===== config.mk =====
export PLATFORM = sky130hd
export DESIGN_NAME = sdram_req_arbiter
export DESIGN_NICKNAME = d
export VERILOG_FILES = /design/src/rtl/sdram_req_arbiter.sv
export SDC_FILE = /design/constraint.sdc
export NUM_CORES = 1
export LEC_CHECK = 0
export ABC_CLOCK_PERIOD_IN_PS = 2370
export BUFFER_PORTS_ARGS = -buffer_cell sky130_fd_sc_hd__buf_4
export CAP_MARGIN = 20
export CORE_ASPECT_RATIO = 0.75
export CORE_UTILIZATION = 29
export CTS_CLUSTER_SIZE = 14
export DETAILED_ROUTE_END_ITERATION = 8
export HOLD_SLACK_MARGIN = 0.12
export PLACE_DENSITY = 0.66
export SLEW_MARGIN = 15
export SYNTH_ARGS = -nofsm -noshare
export SYNTH_HDL_FRONTEND = slang
export SYNTH_SLANG_ARGS = --single-unit
export TNS_END_PERCENT = 30

===== constraint.sdc =====
create_clock -name clk -period 2.37 [get_ports clk]
set_clock_uncertainty 0.15 [all_clocks]
set_input_delay 0.237 -clock clk [delete_from_list [all_inputs] [get_ports clk]]
set_output_delay 0.237 -clock clk [all_outputs]
set_load 0.05 [all_outputs]

===== src/rtl/sdram_req_arbiter.sv =====
// Arbitrates N_REQ requesters onto one SDRAM controller command port and holds ownership until the burst's beats finish.
// Optional request aging is enabled with `define SDRAM_REQ_ARBITER_AGING_EN.
module sdram_req_arbiter #(
  parameter int unsigned N_REQ    = 3,
  parameter int unsigned W_ADDR   = 25,
  parameter int unsigned W_LEN    = 4,
  parameter int unsigned MAX_WAIT = 64
) (
  input  logic                                    clk,
  input  logic                                    rst_n,
  input  logic [N_REQ-1:0]                        req_valid,
  output logic [N_REQ-1:0]                        req_ready,
  input  logic [N_REQ*W_ADDR-1:0]                 req_addr,
  input  logic [N_REQ-1:0]                        req_write,
  input  logic [N_REQ*W_LEN-1:0]                  req_len,
  input  logic                                    urgent,
  output logic                                    cmd_valid,
  input  logic                                    cmd_ready,
  output logic [W_ADDR-1:0]                       cmd_addr,
  output logic                                    cmd_write,
  output logic [W_LEN-1:0]                        cmd_len,
  input  logic                                    beat,
  output logic [((N_REQ > 1) ? $clog2(N_REQ) : 1)-1:0] grant_id,
  output logic                                    busy,
  output logic                                    err_beat
);

  localparam int unsigned W_ID = (N_REQ > 1) ? $clog2(N_REQ) : 1;

  localparam logic [1:0] IDLE = 2'd0;
  localparam logic [1:0] CMD  = 2'd1;
  localparam logic [1:0] DATA = 2'd2;

  if (N_REQ < 2 || N_REQ > 8 || MAX_WAIT < 1) begin : g_bad_cfg
    $error("sdram_req_arbiter: unsupported N_REQ or MAX_WAIT");
  end

  logic [1:0]        state_q, state_d;
  logic [W_LEN-1:0]  cnt_q, cnt_d;
  logic [W_ID-1:0]   rr_last_q, rr_last_d;
  logic [W_ID-1:0]   winner_c, scan_c;
  logic              rr_found_c;
  logic [N_REQ-1:0]  grant_c;
  logic              cmd_valid_d, cmd_write_d, busy_d, err_beat_d;
  logic [W_ADDR-1:0] cmd_addr_d;
  logic [W_LEN-1:0]  cmd_len_d;
  logic [W_ID-1:0]   grant_id_d;

  // No accept pulse may escape while reset is held.
  assign req_ready = rst_n ? grant_c : '0;

`ifdef SDRAM_REQ_ARBITER_AGING_EN
  localparam int unsigned W_WAIT = $clog2(MAX_WAIT) + 1;

  logic [W_WAIT-1:0] wait_q [N_REQ];
  logic [W_WAIT-1:0] wait_d [N_REQ];
  logic [N_REQ-1:0]  aged_c;

  // Saturating per-requester wait counters.
  always_comb begin
    for (int i = 0; i < int'(N_REQ); i++) begin
      aged_c[i] = (wait_q[i] >= W_WAIT'(MAX_WAIT));
      wait_d[i] = '0;
      if (req_valid[i] && !req_ready[i]) begin
        wait_d[i] = (&wait_q[i]) ? wait_q[i] : wait_q[i] + W_WAIT'(1);
      end
    end
  end

  always_ff @(posedge clk or negedge rst_n) begin
    if (!rst_n) begin
      for (int i = 0; i < int'(N_REQ); i++) wait_q[i] <= '0;
    end else begin
      for (int i = 0; i < int'(N_REQ); i++) wait_q[i] <= wait_d[i];
    end
  end
`endif

  // Winner: aged (optional) > urgent port 0 > round-robin after rr_last.
  always_comb begin
    winner_c   = '0;
    scan_c     = '0;
    rr_found_c = 1'b0;
    for (int k = 1; k <= int'(N_REQ); k++) begin
      scan_c = W_ID'((32'(rr_last_q) + 32'(k)) % 32'(N_REQ));
      if (!rr_found_c && req_valid[scan_c]) begin
        rr_found_c = 1'b1;
        winner_c   = scan_c;
      end
    end
    if (urgent && req_valid[0]) winner_c = '0;
`ifdef SDRAM_REQ_ARBITER_AGING_EN
    for (int i = int'(N_REQ) - 1; i >= 0; i--) begin
      if (aged_c[i] && req_valid[i]) winner_c = W_ID'(i);
    end
`endif
  end

  // Next-state and registered-output logic.
  always_comb begin
    state_d     = state_q;
    cnt_d       = cnt_q;
    rr_last_d   = rr_last_q;
    grant_c     = '0;
    cmd_valid_d = cmd_valid;
    cmd_addr_d  = cmd_addr;
    cmd_write_d = cmd_write;
    cmd_len_d   = cmd_len;
    grant_id_d  = grant_id;
    busy_d      = busy;
    err_beat_d  = err_beat;

    case (state_q)
      IDLE: begin
        if (beat) err_beat_d = 1'b1;
        if (|req_valid) begin
          for (int i = 0; i < int'(N_REQ); i++) begin
            if (winner_c == W_ID'(i)) begin
              grant_c[i]  = 1'b1;
              cmd_addr_d  = req_addr[i*W_ADDR +: W_ADDR];
              cmd_write_d = req_write[i];
              cmd_len_d   = req_len[i*W_LEN +: W_LEN];
            end
          end
          grant_id_d  = winner_c;
          rr_last_d   = winner_c;
          cmd_valid_d = 1'b1;
          busy_d      = 1'b1;
          state_d     = CMD;
        end
      end
      CMD: begin
        if (cmd_ready) begin
          cmd_valid_d = 1'b0;
          cnt_d       = '0;
          state_d     = DATA;
          // A beat alongside the accept is the burst's first beat.
          if (beat) begin
            if (cmd_len == '0) begin
              state_d = IDLE;
              busy_d  = 1'b0;
            end else begin
              cnt_d = W_LEN'(1);
            end
          end
        end else if (beat) begin
          err_beat_d = 1'b1;
        end
      end
      DATA: begin
        if (beat) begin
          if (cnt_q == cmd_len) begin
            state_d = IDLE;
            busy_d  = 1'b0;
          end else begin
            cnt_d = cnt_q + W_LEN'(1);
          end
        end
      end
      default: begin
        state_d     = IDLE;
        cmd_valid_d = 1'b0;
        busy_d      = 1'b0;
      end
    endcase
  end

  always_ff @(posedge clk or negedge rst_n) begin
    if (!rst_n) begin
      state_q   <= IDLE;
      cnt_q     <= '0;
      rr_last_q <= W_ID'(N_REQ - 1);
      cmd_valid <= 1'b0;
      cmd_addr  <= '0;
      cmd_write <= 1'b0;
      cmd_len   <= '0;
      grant_id  <= '0;
      busy      <= 1'b0;
      err_beat  <= 1'b0;
    end else begin
      state_q   <= state_d;
      cnt_q     <= cnt_d;
      rr_last_q <= rr_last_d;
      cmd_valid <= cmd_valid_d;
      cmd_addr  <= cmd_addr_d;
      cmd_write <= cmd_write_d;
      cmd_len   <= cmd_len_d;
      grant_id  <= grant_id_d;
      busy      <= busy_d;
      err_beat  <= err_beat_d;
    end
  end

endmodule


==> impl.org, run 1 <==
** STA
- Summed over all failing endpoints, the final setup total negative slack is -10.35 ns.
- FMAX :: 358 MHz
- Setup repair after global routing missed its margin :: yes
- Slack of the critical path :: -0.420 ns
- The number of failing hold endpoints at the final stage was 0.
- Of the available clock period, the critical path in the final layout requires 1.18.
- Counting I/O delays and the setup requirement, the final critical path takes 2.79 ns.
- Actual transition at the worst max-transition pin :: 0.578 ns
- In this run the tightest slew margin relative to its limit is 0.615.
- Setup violations remaining at the end of the flow were counted as 36.
- The final-report max-slew violation count came to 0.

** Yosys
- Biggest area consumer among synthesized cells :: sky130_fd_sc_hd__dfrtp_1
- Sequential-to-total area share from yosys stat :: 0.346
- Number of flops mapped to enable cells by yosys :: 0
- Top cell type's share of synthesized area :: 0.338
- Largest cells by area after synthesis :: sky130_fd_sc_hd__dfrtp_1 34%, sky130_fd_sc_hd__a22o_1 8.9%, sky130_fd_sc_hd__a311oi_1 8.6%, sky130_fd_sc_hd__o211ai_1 7.7%, sky130_fd_sc_hd__nor3b_1 7.4%
- Warning count from the yosys run :: 0
- Yosys mapped the design onto 42 distinct sky130hd cell types.
- Top FF cell, synth :: sky130_fd_sc_hd__dfrtp_1
- Post-synthesis sequential element count :: 42
- When the netlist entered floorplanning its net count stood at 448.
- After synthesis, the share of flip-flops with an asynchronous set or reset is 1.00.
- Summing every instance area after synthesis gives 3040 um2.
- Average footprint of a synthesized cell :: 8.81 um2
- Cells after Synth :: 345

** Placement
- The placed instances occupy a cell area of 4530 um2.
- In this run the tool buffered the top-level ports with 135 buffer cells.
- At the end of routability-driven placement, the weighted congestion stood at 0.791.
- Summed over all nets, the half-perimeter wirelength after detailed placement is 8.01 mm.

** Clocking
- Clock latency on the worst-skew pair :: 0.28 ns
- CTS root buf :: sky130_fd_sc_hd__clkbuf_16
- TritonCTS built the clock tree.
- Clock-pin slew was measured on the worst setup and hold paths at 0.06 ns.
- TritonCTS created 5 clock buffers.
- Depth of the CTS H-tree :: 2
- Buffer levels on the longest clock path :: 2
- Sinks on the clock net :: 42

** Worst setup path
- Data required time at the worst endpoint :: 1.98 ns
- Along the worst path, the maximum fanout reaches 4.
- CP endpoint kind :: output port
- Data arrives at the worst endpoint at 2.40 ns.
- By startpoint and endpoint, the worst setup path is classified as flip-flop to output port.
- The worst setup path is launched from a flip-flop.

** Cells and area
- Growth of design area from synthesis to finish :: 76.6%
- Fraction of final layout cells sized beyond drive strength 1 :: 0.443
- The net count of the finished layout is 641.
- 0 antenna diodes ended up in the layout.
- The finished cells cover 5370 um2.

** GRT
- Number of antenna violations at the first check in global routing :: 0
- Maximum number of pins on one net before global-route repair :: 43
- Global routing usage on met2 :: 0.352
- Via count of the first global-routing pass :: 3694
- Total GRT Usage :: 0.212
- For met1 alone, demand over resource in global routing was 0.286.
- After global routing, the most crowded layer is met2.
- The first global-routing pass estimated 18.5 mm of wire.
- Aggregate global routing overflow :: 0
- For this run, global-route usage on met3 was measured as 0.0467.

** Pwr
- Combinational share of power :: 0.734
- In this run the static leakage power is 2.34 nW.
- VDD sags by at most 0.727 mV.
- Switching power :: 0.00382 W
- Dividing total power by cell area gives a power density of 1440 nW/um2.
- Power Internal :: 0.00388 W
- Tot Pwr :: 0.00770 W
- Sequential share of power :: 0.178
- Switching share of power :: 0.496
- Clock power frac :: 0.088

** Detailed routing
- Total Routed Length :: 11.9 mm
- The detailed router placed 3576 vias in this run.
- Detailed-routing iteration count for the pre-antenna-repair pass :: 4
- Via-per-instance ratio :: 5.33
- In the final routed layout, each cell accounts on average for 17.7 um.
- Number of remaining DRC errors :: 0
- The count of nets left with antenna violations once routing finished came out at 0.
- Starting DRT DRC Count :: 206

** Status
- The final reports fail on negative setup slack.
- Outcome :: complete, but fails checks

** Floorplan
- Number of I/O pins :: 136
- Total Die Area :: 10900 um2
- Initial standard-cell utilization of the core :: 0.306
- Measured along the x axis, the die boundary spans 120 um.
- The die is 90.7 um tall.
- The total area inside the core boundary comes to 9930 um2.
- Number of rows in the core area :: 31

** Min path
- Hold crit path type :: input port to flip-flop

** Flow run
- Max-cap violations in this run came to 0.
[per-stage QoR]
stage	worst slack, ns	util	std cells	hold slack, ns
2_1_floorplan	-0.213	-	345	-0.209
3_3_place_gp	-0.241	0.456	616	0.238
3_5_place_dp	-0.287	0.456	616	0.244
4_1_cts	-0.425	0.524	666	0.127
5_1_grt	-0.503	0.540	671	0.139
6_report	-0.420	0.540	671	0.133
[routing by layer]
layer,share of wire,up-vias
met1,0.47,1737
met4,0.0039,0
met3,0.056,4
li1,-,1727
met5,0,-
met2,0.47,108
[final timing paths]
check	startpoint	to	slack [ns]	cells past startpoint
min in group asynchronous	rst_n	cmd_addr[5]	0.49	3
worst min-delay path	cmd_ready	state_q[0]	0.13	3
max in group asynchronous	rst_n	grant_id[0]	1.15	3
worst max register to register	rr_last_q[1]	cmd_addr[10]	-0.36	11
worst max-delay path	rr_last_q[1]	req_ready[1]	-0.42	9
worst min register to register	err_beat	err_beat	0.32	1
[power by group through the flow]
stage          registers [W]  logic [W]  clock network [W]
2_1_floorplan        0.00231    0.00229                  0
3_3_place_gp         0.00137    0.00484                  0
3_5_place_dp         0.00137    0.00494                  0
4_1_cts              0.00137    0.00538           0.000701
5_1_grt              0.00142    0.00604           0.000730
6_report             0.00137    0.00565           0.000680
[cell usage after synthesis (all sizes together), types with 3 or more instances]
cell type  number
nand2          45
dfrtp          41
a22o           31
nand3          31
o211ai         31
a311oi         30
nor3b          30
clkbuf         22
buf            12
nor2           10
inv             8
o21ai           6
xor2            6
ha              5
nor3            5
nor2b           4
a21oi           3
mux2            3
[cell usage in the layout (no fill, tap or decap), types with 4 or more instances in the layout]
master,Yosys,layout
sky130_fd_sc_hd__a22o_1,31,31
sky130_fd_sc_hd__a311oi_1,30,24
sky130_fd_sc_hd__a311oi_2,0,6
sky130_fd_sc_hd__buf_12,0,9
sky130_fd_sc_hd__buf_4,3,166
sky130_fd_sc_hd__buf_6,4,6
sky130_fd_sc_hd__clkbuf_16,0,8
sky130_fd_sc_hd__dfrtp_1,41,40
sky130_fd_sc_hd__dlygate4sd3_1,0,32
sky130_fd_sc_hd__inv_1,8,6
sky130_fd_sc_hd__nand2_1,44,43
sky130_fd_sc_hd__nand3_1,31,25
sky130_fd_sc_hd__nand3_2,0,6
sky130_fd_sc_hd__nor2_1,10,7
sky130_fd_sc_hd__nor2b_1,4,4
sky130_fd_sc_hd__nor3b_1,30,30
sky130_fd_sc_hd__o211ai_1,31,31
sky130_fd_sc_hd__o21ai_0,6,4
sky130_fd_sc_hd__xor2_1,6,6
[registers in the layout (all words and copies together) (netlist names)]
name,cells
state_q,2
busy,1
grant_id,2
err_beat,1
cmd_write,1
cmd_addr,25
cmd_valid,1
cnt_q,4
rr_last_q,1
cmd_len,4
[layout make-up]
| class | count | area (um2) |
|---|---|---|
| Sequential cell | 42 | 1050 |
| Timing Repair Buffer | 220 | 1970 |
| Multi-Input combinational cell | 261 | 2000 |
| Clock buffer | 6 | 129 |
| Tap cell | 132 | 165 |
| Fill cell | 906 | 4560 |
| Clock inverter | 2 | 13.8 |
| Inverter | 8 | 30.0 |
[kinds of logic (layout without fill, tap and decap cells)]
| logic type | Yosys count | in the layout | share of synthesized area |
|---|---|---|---|
| simple gates | 135 | 135 | 0.236 |
| mux | 5 | 5 | 0.0189 |
| flops | 42 | 42 | 0.346 |
| xor+xnor | 6 | 6 | 0.0173 |
| compound gates | 110 | 110 | 0.293 |
| buf+inv | 42 | 236 | 0.0675 |
| fa+ha+maj | 5 | 5 | 0.0206 |
[what timing repair did]
| item | in CTS | in global routing |
|---|---|---|
| setup endpoints to repair | 33 | 36 |
| pin swaps | 32 | 17 |
| gates cloned | 2 | 3 |
| setup buffers | 9 | 4 |
| hold buffers | 32 | 0 |
| resized for setup | 22 | 16 |
| endpoints found under the hold margin | 72 | 0 |
[critical path, stage by stage, from the launching register on]
cell and delay [ns]:
sky130_fd_sc_hd__dfstp_2 0.60, sky130_fd_sc_hd__inv_2 0.07, sky130_fd_sc_hd__ha_4 0.16, sky130_fd_sc_hd__or2_4 0.24, sky130_fd_sc_hd__a32oi_2 0.22, sky130_fd_sc_hd__and3_4 0.28, sky130_fd_sc_hd__a21oi_4 0.08, sky130_fd_sc_hd__buf_6 0.12
sky130_fd_sc_hd__nor3_4 0.17, sky130_fd_sc_hd__buf_6 0.18
No activity file was read; power rests on OpenSTA's default activity.
==> run 2: changes to the inputs <==
Settings changed: CORE_ASPECT_RATIO 0.75 to unset, MAX_ROUTING_LAYER set to met4.
==> impl.org, run 2 (synthesized netlist as in run 1, its figures left out) <==
** Cells and area
- Most common cell after layout, fill and taps aside :: sky130_fd_sc_hd__buf_4
- # fillers :: 949 (+4.7%)
- The flip-flop count of the largest register after layout is 25 (unchanged).
- The number of nets in the final layout came to 637 (-0.62%).
- Register area :: 1050 um2 (unchanged)
- Growth of design area from synthesis to finish :: 70.9%
- Area occupied by multi-input gates :: 1960 um2 (-2.0%)
- The share of final-layout standard cells stronger than drive strength 1 came to 0.414 (-0.0296).
- Top flop regs :: cmd_addr (25), cmd_len (4), cnt_q (4)
- Leaving out fill and tap cells, the most frequent cells in the layout are 167 x sky130_fd_sc_hd__buf_4, 43 x sky130_fd_sc_hd__nand2_1, 40 x sky130_fd_sc_hd__dfrtp_1, 35 x sky130_fd_sc_hd__dlygate4sd3_1.
- The final antenna diode count was 0 (unchanged).
- Largest register by flop count :: cmd_addr

** Placement
- The sum of net half-perimeters after detailed placement came to 7.90 mm (-1.5%).
- The post-placement worst setup slack is -0.248 ns (+0.0391 ns).
- Buffers added on ports :: 135 (unchanged)
- The global placement routability congestion came to 0.874 (+10%).

** Clocking
- Buffer levels on the longest clock path :: 2 (unchanged)
- TritonCTS built the clock tree.
- CTS root buf :: sky130_fd_sc_hd__clkbuf_8
- Depth of the CTS H-tree :: 2 (unchanged)
- Sinks on the clock net :: 42 (unchanged)
- The clock transition at the registers of the reported paths came to 0.08 ns (+0.02 ns).
- The number of buffers added by the clock tree synthesis step came to 5 (unchanged).
- Clock latency on the worst-skew pair :: 0.29 ns (about the same)

** GRT
- Number of antenna violations at the first check in global routing :: 0 (unchanged)
- Via count of the first global-routing pass :: 3716 (+0.60%)
- The total global-route track usage is 0.215 (+0.00334).
- The total congestion overflow after global routing is 0 (unchanged).
- The pin count of the biggest net entering global routing is 43 (unchanged).
- The first-pass GRT wire length came to 18.1 mm (-2.2%).

** STA
- The number of setup violations in the final report came to 35 (-2.8%).
- The relative max-transition margin was 0.534 (-0.0813).
- Fraction of the cycle the final worst path needs :: 1.20 (+0.0190)
- Max-slew violation count :: 0 (unchanged)
- Actual transition at the worst max-transition pin :: 0.699 ns (+0.121 ns)
- FMAX :: 353 MHz (-1.6%)
- Hold slack final :: 0.129 ns (-0.00353 ns)
- The minimum clock period came to 2.84 ns (+0.0450 ns).
- Setup repair after global routing missed its margin :: yes
- The final critical-path setup slack is -0.465 ns (-0.0450 ns).
- Number of hold violations in the final report :: 0 (unchanged)

** Min path
- Hold crit path type :: input port to flip-flop
- The count of cells along the worst hold path is 3 (unchanged).
- Terminating pin of the worst hold path :: cmd_addr[19]
- Origin of the worst min-delay path :: req_addr[44]

** Worst setup path
- Crit-path slowest cell :: sky130_fd_sc_hd__dfstp_2
- R2R setup slack :: -0.39 ns (-0.03 ns)
- The arrival time at the worst endpoint was 2.45 ns (+0.05 ns).
- Depth of the worst register-to-register path :: 11 (unchanged)
- Max stage delay on crit path :: 0.61 ns (about the same)
- The most numerous cell type found on the critical path is sky130_fd_sc_hd__nor3_4.
- STA classifies the critical path startpoint as a flip-flop.
- Critical path class :: flip-flop to output port
- CP endpoint kind :: output port
- Reg-to-Reg End :: cmd_addr[5]
- The data required time at the worst endpoint was 1.98 ns (about the same).
- The startpoint identified for the worst register-to-register timing path is rr_last_q[1].
- Cell Chain, Critical Path :: inv_2, ha_4, or2_4, a32oi_4, and3_4, buf_12, nor3_4, nor3_4, buf_6
- Grouping stages by cell kind, the critical path spends the most delay in simple AND/OR/NAND/NOR gates.
- The highest net fanout along the worst path was 5 (+1).
- Crit path buf inv count :: 3 (unchanged)

** Detailed routing
- The wire length reported by the detailed router came to 11.5 mm (-3.2%).
- Average wire per cell in the routed design :: 17.2 um (-3.1%)
- The post-route DRC violation count was 0 (unchanged).
- The first-pass iteration count of the detailed router is 5 (+1).
- The antenna violation net count after detailed routing was 0 (unchanged).
- Vias after detailed routing :: 3648 (+2.0%)
- Starting DRT DRC Count :: 201 (-2.4%)
- The average vias per placed instance was 5.44 (+2.2%).

** Floorplan
- The count of standard-cell rows was 37 (+19%).
- DIE HEIGHT :: 104 um (+15%)
- The effective utilization at floorplan is 0.297 (-0.00902).
- The core area is 10200 um2 (+3.0%).
- Number of I/O pins :: 136 (unchanged)
- The die width came to 104 um (-13%).
- Total Die Area :: 10900 um2 (about the same)

** Pwr
- The share of total power in sequential cells is 0.187 (+0.009).
- The switching share of total power is 0.502 (+0.00565).
- The share of total power in combinational logic came to 0.732 (-0.002).
- Switching power :: 0.00367 W (-4.1%)
- LEAKAGE :: 2.27 nW (-2.9%)
- The relative contribution of the clock network to total power came to 0.080 (-0.008).
- Areal power density over the cells :: 1410 nW/um2 (-2.1%)
- The peak supply drop came to 0.714 mV (-1.8%).
- Power Internal :: 0.00363 W (-6.3%)

** Status
- The final reports fail on negative setup slack.
- The flow ran to the end, but the final reports show violations.

** Flow run
- Max Cap Violations :: 0 (unchanged)
[run 2: changes by cell type in the layout (fill, tap and decap cells not counted), moves of 6 or more]
cell,previous run,this run
sky130_fd_sc_hd__clkbuf_16,8,1
sky130_fd_sc_hd__nand3_1,25,31
sky130_fd_sc_hd__nand3_2,6,0
sky130_fd_sc_hd__clkbuf_8,0,6
[run 2: layout make-up]
cell class	instances	area share
multi-input combinational	261	0.377
timing repair buffer	216	0.360
sequential	42	0.203
tap	136	0.0328
clock buffer	6	0.0159
clock inverter	1	0.00578
inverter	8	0.00578
[run 2: metal layers]
metal	vias to the layer above	wire length (um)	track usage
met1	1761	4690	0.248
met5	-	0	-
met4	0	370	0.0847
met3	32	697	0.0320
li1	1710	-	-
met2	145	5740	0.374
[run 2: worst max-delay path by stage]
| stage | from | endpoint | cells after the start |
|---|---|---|---|
| 2_1_floorplan | rr_last_q[1] | req_ready[1] | 9 |
| 3_3_place_gp | rr_last_q[1] | req_ready[0] | 8 |
| 3_5_place_dp | rr_last_q[1] | req_ready[0] | 9 |
| 4_1_cts | rr_last_q[1] | req_ready[2] | 7 |
| 5_1_grt | rr_last_q[1] | req_ready[2] | 8 |
| 6_report | rr_last_q[1] | req_ready[0] | 9 |
[run 2: timing repair]
| action | CTS | global route |
|---|---|---|
| hold buffers | 35 | 0 |
| endpoints found under the setup margin | 33 | 35 |
| cloned | 3 | 1 |
| resized for setup | 10 | 10 |
| hold endpoints to repair | 73 | 0 |
| buffers inserted | 3 | 5 |
| pin swaps | 7 | 11 |
[run 2: power by group through the flow]
stage	Combinational [W]	Clock (W)	Sequential (W)
after floorplan	0.00229	0	0.00231
after global placement	0.00463	0	0.00137
after detailed placement	0.00475	0	0.00138
after CTS	0.00515	0.000598	0.00137
after global routing	0.00570	0.000628	0.00141
final	0.00534	0.000587	0.00137
[run 2: per-stage QoR]
step | util | power (W) | instances | setup TNS [ns] | cell area (um2)
after floorplan | - | 0.00460 | 345 | -3.06 | 3130
after global placement | 0.435 | 0.00600 | 615 | -4.47 | 4460
after detailed placement | 0.437 | 0.00613 | 616 | -7.34 | 4470
after CTS | 0.498 | 0.00712 | 664 | -11.12 | 5090
after global routing | 0.508 | 0.00773 | 670 | -15.10 | 5190
final | 0.508 | 0.00730 | 670 | -12.47 | 5190
[run 2: tightest hold or removal path, delay by kind of cell]
| family | cells | cell delay, ns |
|---|---|---|
| AOI/OAI and AO/OA | 2 | 0.22 |
| buffers and inverters | 1 | 0.08 |
